[src/rtl/vend_motor_if.sv]
// Handshake bundle between the code-entry FSM and the vending motor controller.
interface vend_motor_if #(
    parameter int unsigned NUM_MOTORS = 8
);
    logic                  start;
    logic [2:0]            slot;
    logic                  abort;
    logic                  drop_sensed;
    logic                  clear_fault;
    logic [NUM_MOTORS-1:0] motor;
    logic                  busy;
    logic                  done;
    logic                  fault;
    logic                  reject;

    modport master (
        output start, slot, abort, drop_sensed, clear_fault,
        input  motor, busy, done, fault, reject
    );

    modport slave (
        input  start, slot, abort, drop_sensed, clear_fault,
        output motor, busy, done, fault, reject
    );
endinterface

[src/rtl/vend_motor_ctrl.sv]
// Runs one vending motor per accepted code until the drop sensor fires or the
// run times out, then enforces a cool-down; a timeout latches a sticky fault.
module vend_motor_ctrl #(
    parameter int unsigned NUM_MOTORS = 8,
    parameter int unsigned RUN_CYCLES = 50_000_000,
    parameter int unsigned GAP_CYCLES = 12_500_000,
    parameter int unsigned CNT_W      = 26
) (
    input  logic        clk,
    input  logic        rst_n,
    vend_motor_if.slave bus
);

    localparam int unsigned SLOT_W = 3;
    localparam logic [CNT_W-1:0] RUN_LOAD = CNT_W'(RUN_CYCLES - 1);
    localparam logic [CNT_W-1:0] GAP_LOAD = CNT_W'(GAP_CYCLES - 1);

    typedef enum logic [1:0] {
        IDLE  = 2'd0,
        RUN   = 2'd1,
        COOL  = 2'd2,
        FAULT = 2'd3
    } state_t;

    state_t              state_q, state_d;
    logic [CNT_W-1:0]    cnt_q, cnt_d;
    logic [SLOT_W-1:0]   slot_q, slot_d;
    logic                sync1_q, drop_s;
    logic [NUM_MOTORS-1:0] motor_q, motor_d;
    logic                busy_q, busy_d;
    logic                done_q, done_d;
    logic                fault_q, fault_d;
    logic                reject_q, reject_d;
    logic                slot_ok_c;

    assign slot_ok_c = ({1'b0, bus.slot} < 4'(NUM_MOTORS));

    // State, counter, synchronizer and output registers; reset drops motors at once.
    always_ff @(posedge clk or negedge rst_n) begin
        if (!rst_n) begin
            state_q  <= IDLE;
            cnt_q    <= '0;
            slot_q   <= '0;
            sync1_q  <= 1'b0;
            drop_s   <= 1'b0;
            motor_q  <= '0;
            busy_q   <= 1'b0;
            done_q   <= 1'b0;
            fault_q  <= 1'b0;
            reject_q <= 1'b0;
        end else begin
            state_q  <= state_d;
            cnt_q    <= cnt_d;
            slot_q   <= slot_d;
            sync1_q  <= bus.drop_sensed;
            drop_s   <= sync1_q;
            motor_q  <= motor_d;
            busy_q   <= busy_d;
            done_q   <= done_d;
            fault_q  <= fault_d;
            reject_q <= reject_d;
        end
    end

    // Next state; within RUN a drop wins over abort, which wins over timeout.
    always_comb begin
        state_d = state_q;
        cnt_d   = cnt_q;
        slot_d  = slot_q;
        case (state_q)
            IDLE: begin
                if (bus.start && slot_ok_c) begin
                    slot_d  = bus.slot;
                    cnt_d   = RUN_LOAD;
                    state_d = RUN;
                end
            end
            RUN: begin
                if (drop_s || bus.abort) begin
                    cnt_d   = GAP_LOAD;
                    state_d = COOL;
                end else if (cnt_q == '0) begin
                    state_d = FAULT;
                end else begin
                    cnt_d = cnt_q - CNT_W'(1);
                end
            end
            COOL: begin
                if (cnt_q == '0) begin
                    state_d = IDLE;
                end else begin
                    cnt_d = cnt_q - CNT_W'(1);
                end
            end
            FAULT: begin
                if (bus.clear_fault) begin
                    state_d = IDLE;
                end
            end
            default: state_d = IDLE;
        endcase
    end

    // Output decode from the upcoming state so every output leaves a flop.
    always_comb begin
        motor_d  = '0;
        busy_d   = 1'b0;
        done_d   = 1'b0;
        fault_d  = 1'b0;
        reject_d = 1'b0;
        if (state_d == RUN) begin
            motor_d = NUM_MOTORS'(1) << slot_d;
        end
        busy_d   = (state_d != IDLE);
        fault_d  = (state_d == FAULT);
        done_d   = (state_q == RUN) && drop_s;
        reject_d = (state_q == IDLE) && bus.start && !slot_ok_c;
    end

    assign bus.motor  = motor_q;
    assign bus.busy   = busy_q;
    assign bus.done   = done_q;
    assign bus.fault  = fault_q;
    assign bus.reject = reject_q;

endmodule

[src/flat_wrapper.sv]
// flat-port wrapper written by rule: the top's interface ports become plain ports
module vend_motor_ctrl_flat 
#(
    parameter int unsigned NUM_MOTORS = 8,
    parameter int unsigned RUN_CYCLES = 50_000_000,
    parameter int unsigned GAP_CYCLES = 12_500_000,
    parameter int unsigned CNT_W      = 26
)
  (clk, rst_n, bus_start, bus_slot, bus_abort, bus_drop_sensed, bus_clear_fault, bus_motor, bus_busy, bus_done, bus_fault, bus_reject);
  vend_motor_if #(.NUM_MOTORS(NUM_MOTORS)) bus_i ();
  input  logic clk;
  input  logic rst_n;
  input wire logic [$bits(bus_i.start)-1:0] bus_start;
  input wire logic [$bits(bus_i.slot)-1:0] bus_slot;
  input wire logic [$bits(bus_i.abort)-1:0] bus_abort;
  input wire logic [$bits(bus_i.drop_sensed)-1:0] bus_drop_sensed;
  input wire logic [$bits(bus_i.clear_fault)-1:0] bus_clear_fault;
  output wire logic [$bits(bus_i.motor)-1:0] bus_motor;
  output wire logic [$bits(bus_i.busy)-1:0] bus_busy;
  output wire logic [$bits(bus_i.done)-1:0] bus_done;
  output wire logic [$bits(bus_i.fault)-1:0] bus_fault;
  output wire logic [$bits(bus_i.reject)-1:0] bus_reject;
  assign bus_i.start = bus_start;
  assign bus_i.slot = bus_slot;
  assign bus_i.abort = bus_abort;
  assign bus_i.drop_sensed = bus_drop_sensed;
  assign bus_i.clear_fault = bus_clear_fault;
  assign bus_motor = bus_i.motor;
  assign bus_busy = bus_i.busy;
  assign bus_done = bus_i.done;
  assign bus_fault = bus_i.fault;
  assign bus_reject = bus_i.reject;
  vend_motor_ctrl #(.NUM_MOTORS(NUM_MOTORS), .RUN_CYCLES(RUN_CYCLES), .GAP_CYCLES(GAP_CYCLES), .CNT_W(CNT_W)) u_core (.clk(clk), .rst_n(rst_n), .bus(bus_i));
endmodule
[config.mk]
export PLATFORM = sky130hd
export DESIGN_NAME = vend_motor_ctrl_flat
export DESIGN_NICKNAME = d
export VERILOG_FILES = /design/src/rtl/vend_motor_if.sv /design/src/rtl/vend_motor_ctrl.sv /design/src/flat_wrapper.sv
export SDC_FILE = /design/constraint.sdc
export NUM_CORES = 1
export LEC_CHECK = 0
export BUFFER_PORTS_ARGS = -buffer_cell sky130_fd_sc_hd__buf_2
export CAP_MARGIN = 40
export CORE_UTILIZATION = 60
export CTS_CLUSTER_SIZE = 8
export DETAILED_ROUTE_END_ITERATION = 10
export PLACE_DENSITY = 0.79
export SLEW_MARGIN = 10
export SYNTH_ARGS = -nofsm -noshare
export SYNTH_HDL_FRONTEND = slang
export SYNTH_SLANG_ARGS = --single-unit
[constraint.sdc]
create_clock -name clk -period 7.96 [get_ports clk]
set_input_delay 1.194 -clock clk [delete_from_list [all_inputs] [get_ports clk]]
set_output_delay 1.194 -clock clk [all_outputs]
set_load 0.02 [all_outputs]
==> results of run 1 <==
[sequential cells by signal (all words and copies together) (netlist names)]
register	count
u_core.bus.done	1
u_core.bus.busy	1
u_core.state_q	2
u_core.bus.motor	8
u_core.drop_s	1
u_core.sync1_q	1
u_core.slot_q	3
u_core.bus.fault	1
u_core.cnt_q	26
[layout by cell type (no fill, tap or decap), types with 10 or more instances in the layout]
cell,synthesis,routed
buf_2,1,19
nand2_1,23,23
nor2_1,27,27
nor4_1,10,10
dfrtp_1,44,44
inv_1,10,10
nand3_1,12,12
o21ai_0,15,15
a21oi_1,11,11
or3_1,11,11
[stage by stage]
step | utilization [%] | area (sq um) | setup WS (ns)
final | 68.1 | 2720 | 4.89
after global routing | 68.1 | 2720 | 4.81
after CTS | 68.1 | 2720 | 4.92
after detailed placement | 65.2 | 2610 | 4.92
after global placement | 64.7 | 2590 | 4.96
after floorplan | - | 2500 | 4.96
[layout make-up]
class	count	area share, %
sequential	44	40.4
timing repair buffer	21	4.50
clock inverter	3	1.75
tap	50	2.30
inverter	10	1.38
multi-input combinational	206	47.1
clock buffer	5	2.53
[logic make-up after synthesis]
| family | count (synthesis) | share of synthesized area [%] |
|---|---|---|
| flops | 44 | 44.0 |
| fa+ha+maj | 6 | 3.00 |
| simple gates | 125 | 26.8 |
| compound gates | 68 | 18.7 |
| buf+inv | 21 | 4.84 |
| other cells | 1 | 0.150 |
| mux | 6 | 2.60 |
[worst max-delay path, delay by kind of cell (launching register included)]
family	cells	cell delay, ns
AND/OR/NAND/NOR	6	2.55
flip-flops	1	0.46
[layer usage]
| metal | vias up | part of all wire [%] |
|---|---|---|
| li1 | 1044 | - |
| met1 | 1043 | 44 |
| met2 | 103 | 47 |
| met3 | 8 | 7.1 |
| met4 | 0 | 1.5 |
| met5 | - | 0 |
[power by group through the flow]
stage	logic [W]	clock network (W)	registers, W
floorplan	0.000330	0	0.000357
detailed placement	0.000439	0	0.000358
CTS	0.000441	0.000179	0.000353
global route	0.000491	0.000189	0.000366
finish	0.000447	0.000178	0.000355
global placement	0.000428	0	0.000354
[final timing paths]
path,from,to,slack [ns]
worst max register to register,u_core.cnt_q[4],u_core.cnt_q[23],4.89
worst min-delay path,u_core.sync1_q,u_core.drop_s,0.35
worst max-delay path,u_core.cnt_q[4],u_core.cnt_q[23],4.89
max in group asynchronous,rst_n,u_core.cnt_q[5],6.72
worst min register to register,u_core.sync1_q,u_core.drop_s,0.35
min in group asynchronous,rst_n,u_core.cnt_q[19],0.76
==> results.yml, run 1 <==
run_status:
  outcome: "complete, no violations"
power:
  p_leak_nw: 1.16
  p_sw_share_pct: 43.8
  p_sw_w: 0.000429
  p_seq_share_pct: 36.2
  finalPower_w: 0.000980
  p_int_w: 0.000551
  pwr-share-comb_pct: 45.6
  pwr-share-clk_pct: 18.2
  ir_worst_vdd_uv: 241
  powerDensity_nw_per_um2: 360
timing:
  drv_slew: 0
  timing.fmax_mhz: 326
  finalClockSkew_ns: 0.0161
  setup_viol: 0
  hold_viol_final: 0
  worst_slew_pin_slew_ns: 0.822
  slew_headroom_pct: 44.7
  min_period_over_period_pct: 38.5
  hold-worst-slack_ns: 0.353
  rsz0062_at_grt: "false"
  fin_crit_ns: 3.07
  setup_tns_ns: 0
synth:
  synthTopCellsByArea: "dfrtp_1 44%, nor2_1 4.0%, nand2_1 3.4%"
  yosysTopAreaCellShare_pct: 44.0
  synth_largest_area_cell: "dfrtp_1"
  seq_area_frac_synth_pct: 44.0
  avgSynthCellArea_sq_um: 9.24
  synth-main-ff-cell: "dfrtp_1"
  synth_area_sq_um: 2500
  yosys_register_bits: 44
  synthCells: 271
  synth_edf_count: 0
  syn-num-nets: 286
  yosysUniqueCellTypes: 52
  async_reset_ff_share_pct: 100
  synthTopCellsByCount: "44 x dfrtp_1, 27 x nor2_1, 23 x nand2_1"
  yosysMostFrequentCell: "dfrtp_1"
  synth_warnings: 0
floorplan:
  initial_core_util_pct: 62.6
  die_y_microns: 66.6
  num_rows: 23
  ios: 21
  core_area_sq_um: 4000
  die-area_sq_um: 4440
  die_x_microns: 66.6
layout:
  regArea_sq_um: 1100
  multi_input_area_sq_um: 1280
  nets: 303
  n_antenna_cell: 0
  drive_above_1_share_pct: 17.0
  fillers: 313
  areaGrowthSynthToFinish_pct: 8.69
  finalNonFillerCells: 339
job:
  maxCapViolations: 0
clock_network:
  cts_buffers: 5
  post-cts-setup-buffer-count: 0
  clockBufferDepth: 2
  clock_latency_ns: 0.31
  cts-root-buf: "clkbuf_8"
  htree_levels: 2
  clock-sinks: 44
  ctsResizeCount: 0
  path_clk_slew_ns: 0.10
  cts_hold_buf: 0
  cts_tree: "built"
detailed_routing:
  route.detailed.drc: 0
  wl_per_cell_microns: 17.3
  avgViaCountPerCell: 6.48
  wirelength_microns: 5860
  drt_iter0_drc: 243
  first_pass_iters: 4
  detailroute.via_count: 2198
  ant_nets: 0
global_routing:
  overflow: 0
  grt_max_degree: 33
  antenna_found_initial: 0
  grt_usage_pct: 29.3
  grt_use_met2_pct: 46.5
  grt-busiest-layer: "met2"
  grt_pass1_vias: 2012
  grt_pass1_wl_microns: 9620
  gr-usage-met1_pct: 39.9
  met3_usage_pct: 5.65
worst_setup_path:
  slowest_delay_ns: 0.57
  cpMostUsedCell: "or4_4"
  cp-end-kind: "register"
  worst_setup_path_start_kind: "register"
  critical_path_class: "register to register"
  crit_chain: "or4_4 -> or4_4 -> or4_4 -> or3_1 -> or4_1 -> nand3_1"
  cp.arrival_ns: 3.32
  worst-path-max-fanout: 10
  cp_slowest_cell: "or4_4"
  cp_data_required_time_ns: 8.21
  reg2reg_depth: 6
place:
  dp.cells: 331
  io_buffers: 19
  hpwlAfterDp_microns: 4100
  gp_congestion: 0.941
hold_path:
  hp-class: "register to register"
  hold_depth: 0
Power figures use the tool's default switching activity.
==> inputs of run 2 (changes only) <==
--- a/config.mk
+++ b/config.mk
@@ -5,6 +5,7 @@
 export SDC_FILE = /design/constraint.sdc
 export NUM_CORES = 1
 export LEC_CHECK = 0
+export ABC_AREA = 1
 export BUFFER_PORTS_ARGS = -buffer_cell sky130_fd_sc_hd__buf_2
 export CAP_MARGIN = 40
 export CORE_UTILIZATION = 60
==> constraint.sdc (replaced) <==
create_clock -name clk -period 3.2 [get_ports clk]
set_input_delay 0.48 -clock clk [delete_from_list [all_inputs] [get_ports clk]]
set_output_delay 0.48 -clock clk [all_outputs]
set_load 0.02 [all_outputs]
==> run 2 against run 1 <==
- cell count grew 27%
- non-clock buffer count is the same
- count of clock-buffer cells in the layout is the same
- clock power grew to 2.5 times the previous value
- largest cell class unchanged
- critical endpoint is now u_core.cnt_q[0]
==> results.yml, run 2 <==
run_status:
  outcome: "complete, no violations"
worst_setup_path:
  cp-end-kind: "register"
  worst_setup_path_start_kind: "register"
  critPathCapture: "u_core.cnt_q[0]"
  cp-startpoint: "u_core.state_q[1]"
  worst-path-max-fanout: 14
  reg2reg_depth: 12
  cp.arrival_ns: 2.50
  r2r-end: "u_core.cnt_q[0]"
  cp_data_required_time_ns: 3.40
  r2r_start: "u_core.state_q[1]"
  rrSetupSlack_ns: 0.91
  critical_path_class: "register to register"
detailed_routing:
  detailroute.via_count: 2409
  first_pass_iters: 5
  drt_iter0_drc: 197
  route.detailed.drc: 0
  ant_nets: 0
  wl_per_cell_microns: 14.5
  avgViaCountPerCell: 5.59
  wirelength_microns: 6270
timing:
  rsz0062_at_grt: "false"
  fin_crit_ns: 2.29
  worst_slew_pin_slew_ns: 0.575
  slew_headroom_pct: 61.3
  finalClockSkew_ns: 0.00836
  min_period_over_period_pct: 71.7
  timing.fmax_mhz: 436
  setup_ws_ns: 0.907
  hold_viol_final: 0
  setup_tns_ns: 0
  drv_slew: 0
  setup_viol: 0
floorplan:
  core_area_sq_um: 4120
  die_y_microns: 68.5
  die-area_sq_um: 4690
  initial_core_util_pct: 64.4
  num_rows: 23
  die_x_microns: 68.5
  ios: 21
global_routing:
  antenna_found_initial: 0
  grt_pass1_vias: 2276
  grt_max_degree: 31
  grt_usage_pct: 29.7
  overflow: 0
  grt_pass1_wl_microns: 10000
clock_network:
  ctsResizeCount: 0
  cts-root-buf: "clkbuf_8"
  clock-sinks: 44
  cts_buffers: 5
  htree_levels: 2
  cts_hold_buf: 0
  clockBufferDepth: 2
  clock_latency_ns: 0.31
  cts_tree: "built"
  post-cts-setup-buffer-count: 0
  path_clk_slew_ns: 0.09
layout:
  largest-register: "u_core.cnt_q"
  nets: 395
  mostFrequentLayoutCell: "nand2_1"
  drive_above_1_share_pct: 15.5
  areaGrowthSynthToFinish_pct: 10.3
  largest_reg_flops: 26
  mostFrequentLayoutCells: "73 x nand2_1, 52 x inv_1, 46 x nor2_1"
  n_antenna_cell: 0
synth:
  synth_edf_count: 0
  synthCells: 358
  synth_area_sq_um: 2650
  synth-main-ff-cell: "dfrtp_1"
  async_reset_ff_share_pct: 100
  synthTopCellsByArea: "dfrtp_1 42%, nand2_1 10%, inv_1 7.4%"
  synthTopCellsByCount: "73 x nand2_1, 52 x inv_1, 46 x nor2_1"
  avgSynthCellArea_sq_um: 7.41
  yosys_register_bits: 44
  yosysUniqueCellTypes: 34
  synth_warnings: 0
  synth_largest_area_cell: "dfrtp_1"
  yosysMostFrequentCell: "nand2_1"
  seq_area_frac_synth_pct: 41.5
  syn-num-nets: 373
  yosysTopAreaCellShare_pct: 41.5
power:
  ir_worst_vdd_uv: 539
  p_leak_nw: 1.38
  powerDensity_nw_per_um2: 853
place:
  pre_cts_ws_ns: 0.938
  gp_congestion: 0.918
  hpwlAfterDp_microns: 4660
  io_buffers: 19
job:
  maxCapViolations: 0
hold_path:
  hp-class: "input port to async pin"
run 2: area by class of cell:
class / count / area, sq um
fill: 353 / 1190
clock buffer: 5 / 68.8
inverter: 54 / 203
timing repair buffer: 21 / 123
sequential: 44 / 1100
clock inverter: 3 / 47.5
multi-input combinational: 254 / 1320
tap: 50 / 62.6
run 2: per-layer routing:
| metal | vias up | wire length (microns) | GRT usage, % |
|---|---|---|---|
| li1 | 1203 | - | - |
| met1 | 1124 | 2760 | 35.4 |
| met3 | 8 | 328 | 6.17 |
| met4 | 0 | 83 | 9.38 |
| met5 | - | 0 | 0 |
| met2 | 74 | 3090 | 52.9 |
run 2: worst min path at each step:
stage,endpoint,depth (start not counted)
2_1_floorplan,u_core.bus.busy,0
3_3_place_gp,u_core.drop_s,0
3_5_place_dp,u_core.drop_s,0
4_1_cts,u_core.cnt_q[7],1
5_1_grt,u_core.cnt_q[21],1
6_report,u_core.cnt_q[7],1
run 2: kinds of logic (layout without fill, tap and decap cells):
family | count (synthesis) | in the layout | synth area share [%]
simple gates | 199 | 199 | 35.8
buf+inv | 60 | 83 | 8.73
compound gates | 44 | 44 | 9.67
flops | 44 | 44 | 41.5
fa+ha+maj | 6 | 6 | 2.83
xor+xnor | 4 | 4 | 1.32
other cells | 1 | 1 | 0.141
run 2: worst max-delay path, stage by stage (launching register included):
cell and delay [ns]:
dfrtp_1 0.43, inv_1 0.13, ha_1 0.27, nand2_1 0.16
o21ai_2 0.09, buf_4 0.20, nand2_2 0.11, nor2_4 0.32
inv_2 0.09, o21ai_1 0.14, inv_1 0.07, o22ai_1 0.12
inv_1 0.06
run 2: power by group:
group / switching (W) / internal, W
Clock: 0.000211 / 0.000235
Combinational: 0.000792 / 0.000381
Sequential: 0.000143 / 0.000731
Total: 0.00115 / 0.00135
run 2: stage by stage:
stage               hold slack, ns  instance area [sq um]  utilization, %  total power [W]  instances
finish                      0.0793                   2920            71.1          0.00249        431
global route                 0.106                   2920            71.1          0.00267        431
CTS                         0.0913                   2920            71.1          0.00248        431
detailed placement           0.346                   2810            68.2          0.00204        423
global placement             0.342                   2790            67.7          0.00200        422
floorplan                    0.184                   2650               -          0.00173        358
==> inputs of run 3 (changes only) <==
==> constraint.sdc (replaced) <==
create_clock -name clk -period 2.3 [get_ports clk]
set_input_delay 0.345 -clock clk [delete_from_list [all_inputs] [get_ports clk]]
set_output_delay 0.345 -clock clk [all_outputs]
set_load 0.02 [all_outputs]
==> run 3 against run 2 <==
- cell count up 1.4%
- count of clock-buffer cells in the layout stayed put
- clock power rose by 12%
- critical path depth shrank 1
- largest cell class unchanged
- register-to-register slack worse by 0.72 ns
- total power grew 35%
- clock skew is 0.0030 ns higher
==> results.yml, run 3 (synthesis results as in run 2) <==
place:
  dp.cells: 428
  io_buffers: 19
  gp_congestion: 0.870
  place_area_sq_um: 2830
  pre_cts_ws_ns: 0.186
  hpwlAfterDp_microns: 4550
detailed_routing:
  avgViaCountPerCell: 5.70
  route.detailed.drc: 0
  drt_iter0_drc: 193
  wl_per_cell_microns: 14.0
  wirelength_microns: 6120
  detailroute.via_count: 2490
  first_pass_iters: 5
  ant_nets: 0
clock_network:
  htree_levels: 2
  path_clk_slew_ns: 0.08
  post-cts-setup-buffer-count: 0
  ctsResizeCount: 0
  clockBufferDepth: 2
  clock-sinks: 44
  clock_latency_ns: 0.30
  cts-root-buf: "clkbuf_8"
  cts_buffers: 5
  cts_tree: "built"
floorplan:
  die_y_microns: 68.5
  die-area_sq_um: 4690
  die_x_microns: 68.5
  core_area_sq_um: 4120
  num_rows: 23
  initial_core_util_pct: 64.4
  ios: 21
power:
  p_sw_w: 0.00159
  p_sw_share_pct: 47.1
  p_leak_nw: 1.38
  powerDensity_nw_per_um2: 1150
  p_int_w: 0.00178
  p_seq_share_pct: 35.7
  pwr-share-clk_pct: 14.8
  pwr-share-comb_pct: 49.5
  ir_worst_vdd_uv: 828
global_routing:
  grt_pass1_wl_microns: 9930
  grt_usage_pct: 29.4
  grt_pass1_vias: 2234
  overflow: 0
  antenna_found_initial: 0
  grt_max_degree: 20
timing:
  hold-worst-slack_ns: 0.149
  fin_crit_ns: 2.11
  rsz0062_at_grt: "false"
  hold_viol_final: 0
  drv_slew: 0
  setup_ws_ns: 0.191
  min_period_over_period_pct: 91.7
  setup_tns_ns: 0
  setup_viol: 0
  slew_headroom_pct: 62.1
  timing.fmax_mhz: 474
  finalClockSkew_ns: 0.0114
  worst_slew_pin_slew_ns: 0.563
layout:
  nets: 401
  fillers: 359
  mostFrequentLayoutCell: "nand2_1"
  largest_reg_flops: 26
  multi_input_area_sq_um: 1320
  finalNonFillerCells: 437
  areaGrowthSynthToFinish_pct: 10.7
  mostFrequentLayoutCells: "73 x nand2_1, 52 x inv_1, 46 x nor2_1"
  largest-register: "u_core.cnt_q"
  fin_area_sq_um: 2940
  regArea_sq_um: 1100
  n_antenna_cell: 0
  drive_above_1_share_pct: 16.5
worst_setup_path:
  critical_path_class: "register to register"
  cp-end-kind: "register"
  worst-path-max-fanout: 11
  cp.arrival_ns: 2.30
  worst_setup_path_start_kind: "register"
  cp_data_required_time_ns: 2.49
hold_path:
  hp-class: "input port to register"
run_status:
  outcome: "complete, no violations"
job:
  maxCapViolations: 0
## run 3: area by class of cell
class / instances / share of cell area (%)
Inverter: 54 / 6.91
Multi-Input combinational cell: 254 / 44.9
Tap cell: 50 / 2.13
Clock buffer: 5 / 2.34
Sequential cell: 44 / 37.5
Timing Repair Buffer: 27 / 5.37
Clock inverter: 3 / 0.810
## run 3: timing repair
item,4_1_cts,5_1_grt
endpoints found under the hold margin,13,0
endpoints found under the setup margin,0,1
hold buffers,1,0
## run 3: per-layer routing
layer	GRT usage (%)	routed length (microns)
met5	0	0
met4	10.7	136
met1	35.6	2490
met3	6.83	471
met2	50.5	3020
## run 3: worst max-delay path, stage by stage, from the launching register on
cell,delay [ns]
dfrtp_1,0.42
inv_1,0.14
ha_1,0.27
nand2_1,0.17
o21ai_2,0.11
nand2_2,0.12
nor2_4,0.29
inv_2,0.10
o21ai_1,0.14
inv_1,0.07
o22ai_1,0.12
inv_1,0.05
## run 3: path summary, 6_finish.rpt
path                                   start               end  slack [ns]  cells past startpoint
setup / recovery           u_core.state_q[1]   u_core.cnt_q[0]        0.19                     11
min in group asynchronous              rst_n  u_core.cnt_q[18]        0.52                      2
hold reg to reg               u_core.sync1_q     u_core.drop_s        0.36                      0
setup reg to reg           u_core.state_q[1]   u_core.cnt_q[0]        0.19                     11
max in group asynchronous              rst_n   u_core.cnt_q[1]        1.21                      3
hold / removal               bus_drop_sensed    u_core.sync1_q        0.15                      1
## run 3: power groups by stage
stage / Sequential (W) / Clock, W / Combinational [W]
after detailed placement: 0.00121 / 0 / 0.00165
after CTS: 0.00120 / 0.000507 / 0.00166
after global placement: 0.00121 / 0 / 0.00161
after global routing: 0.00123 / 0.000540 / 0.00187
after floorplan: 0.00124 / 0 / 0.00118
final: 0.00120 / 0.000500 / 0.00167
## run 3: per-stage QoR
| stage | util [%] | power, W |
|---|---|---|
| final | 71.3 | 0.00337 |
| after global routing | 71.3 | 0.00364 |
| after CTS | 71.3 | 0.00337 |
| after detailed placement | 68.8 | 0.00287 |
| after global placement | 68.8 | 0.00282 |
| after floorplan | - | 0.00241 |
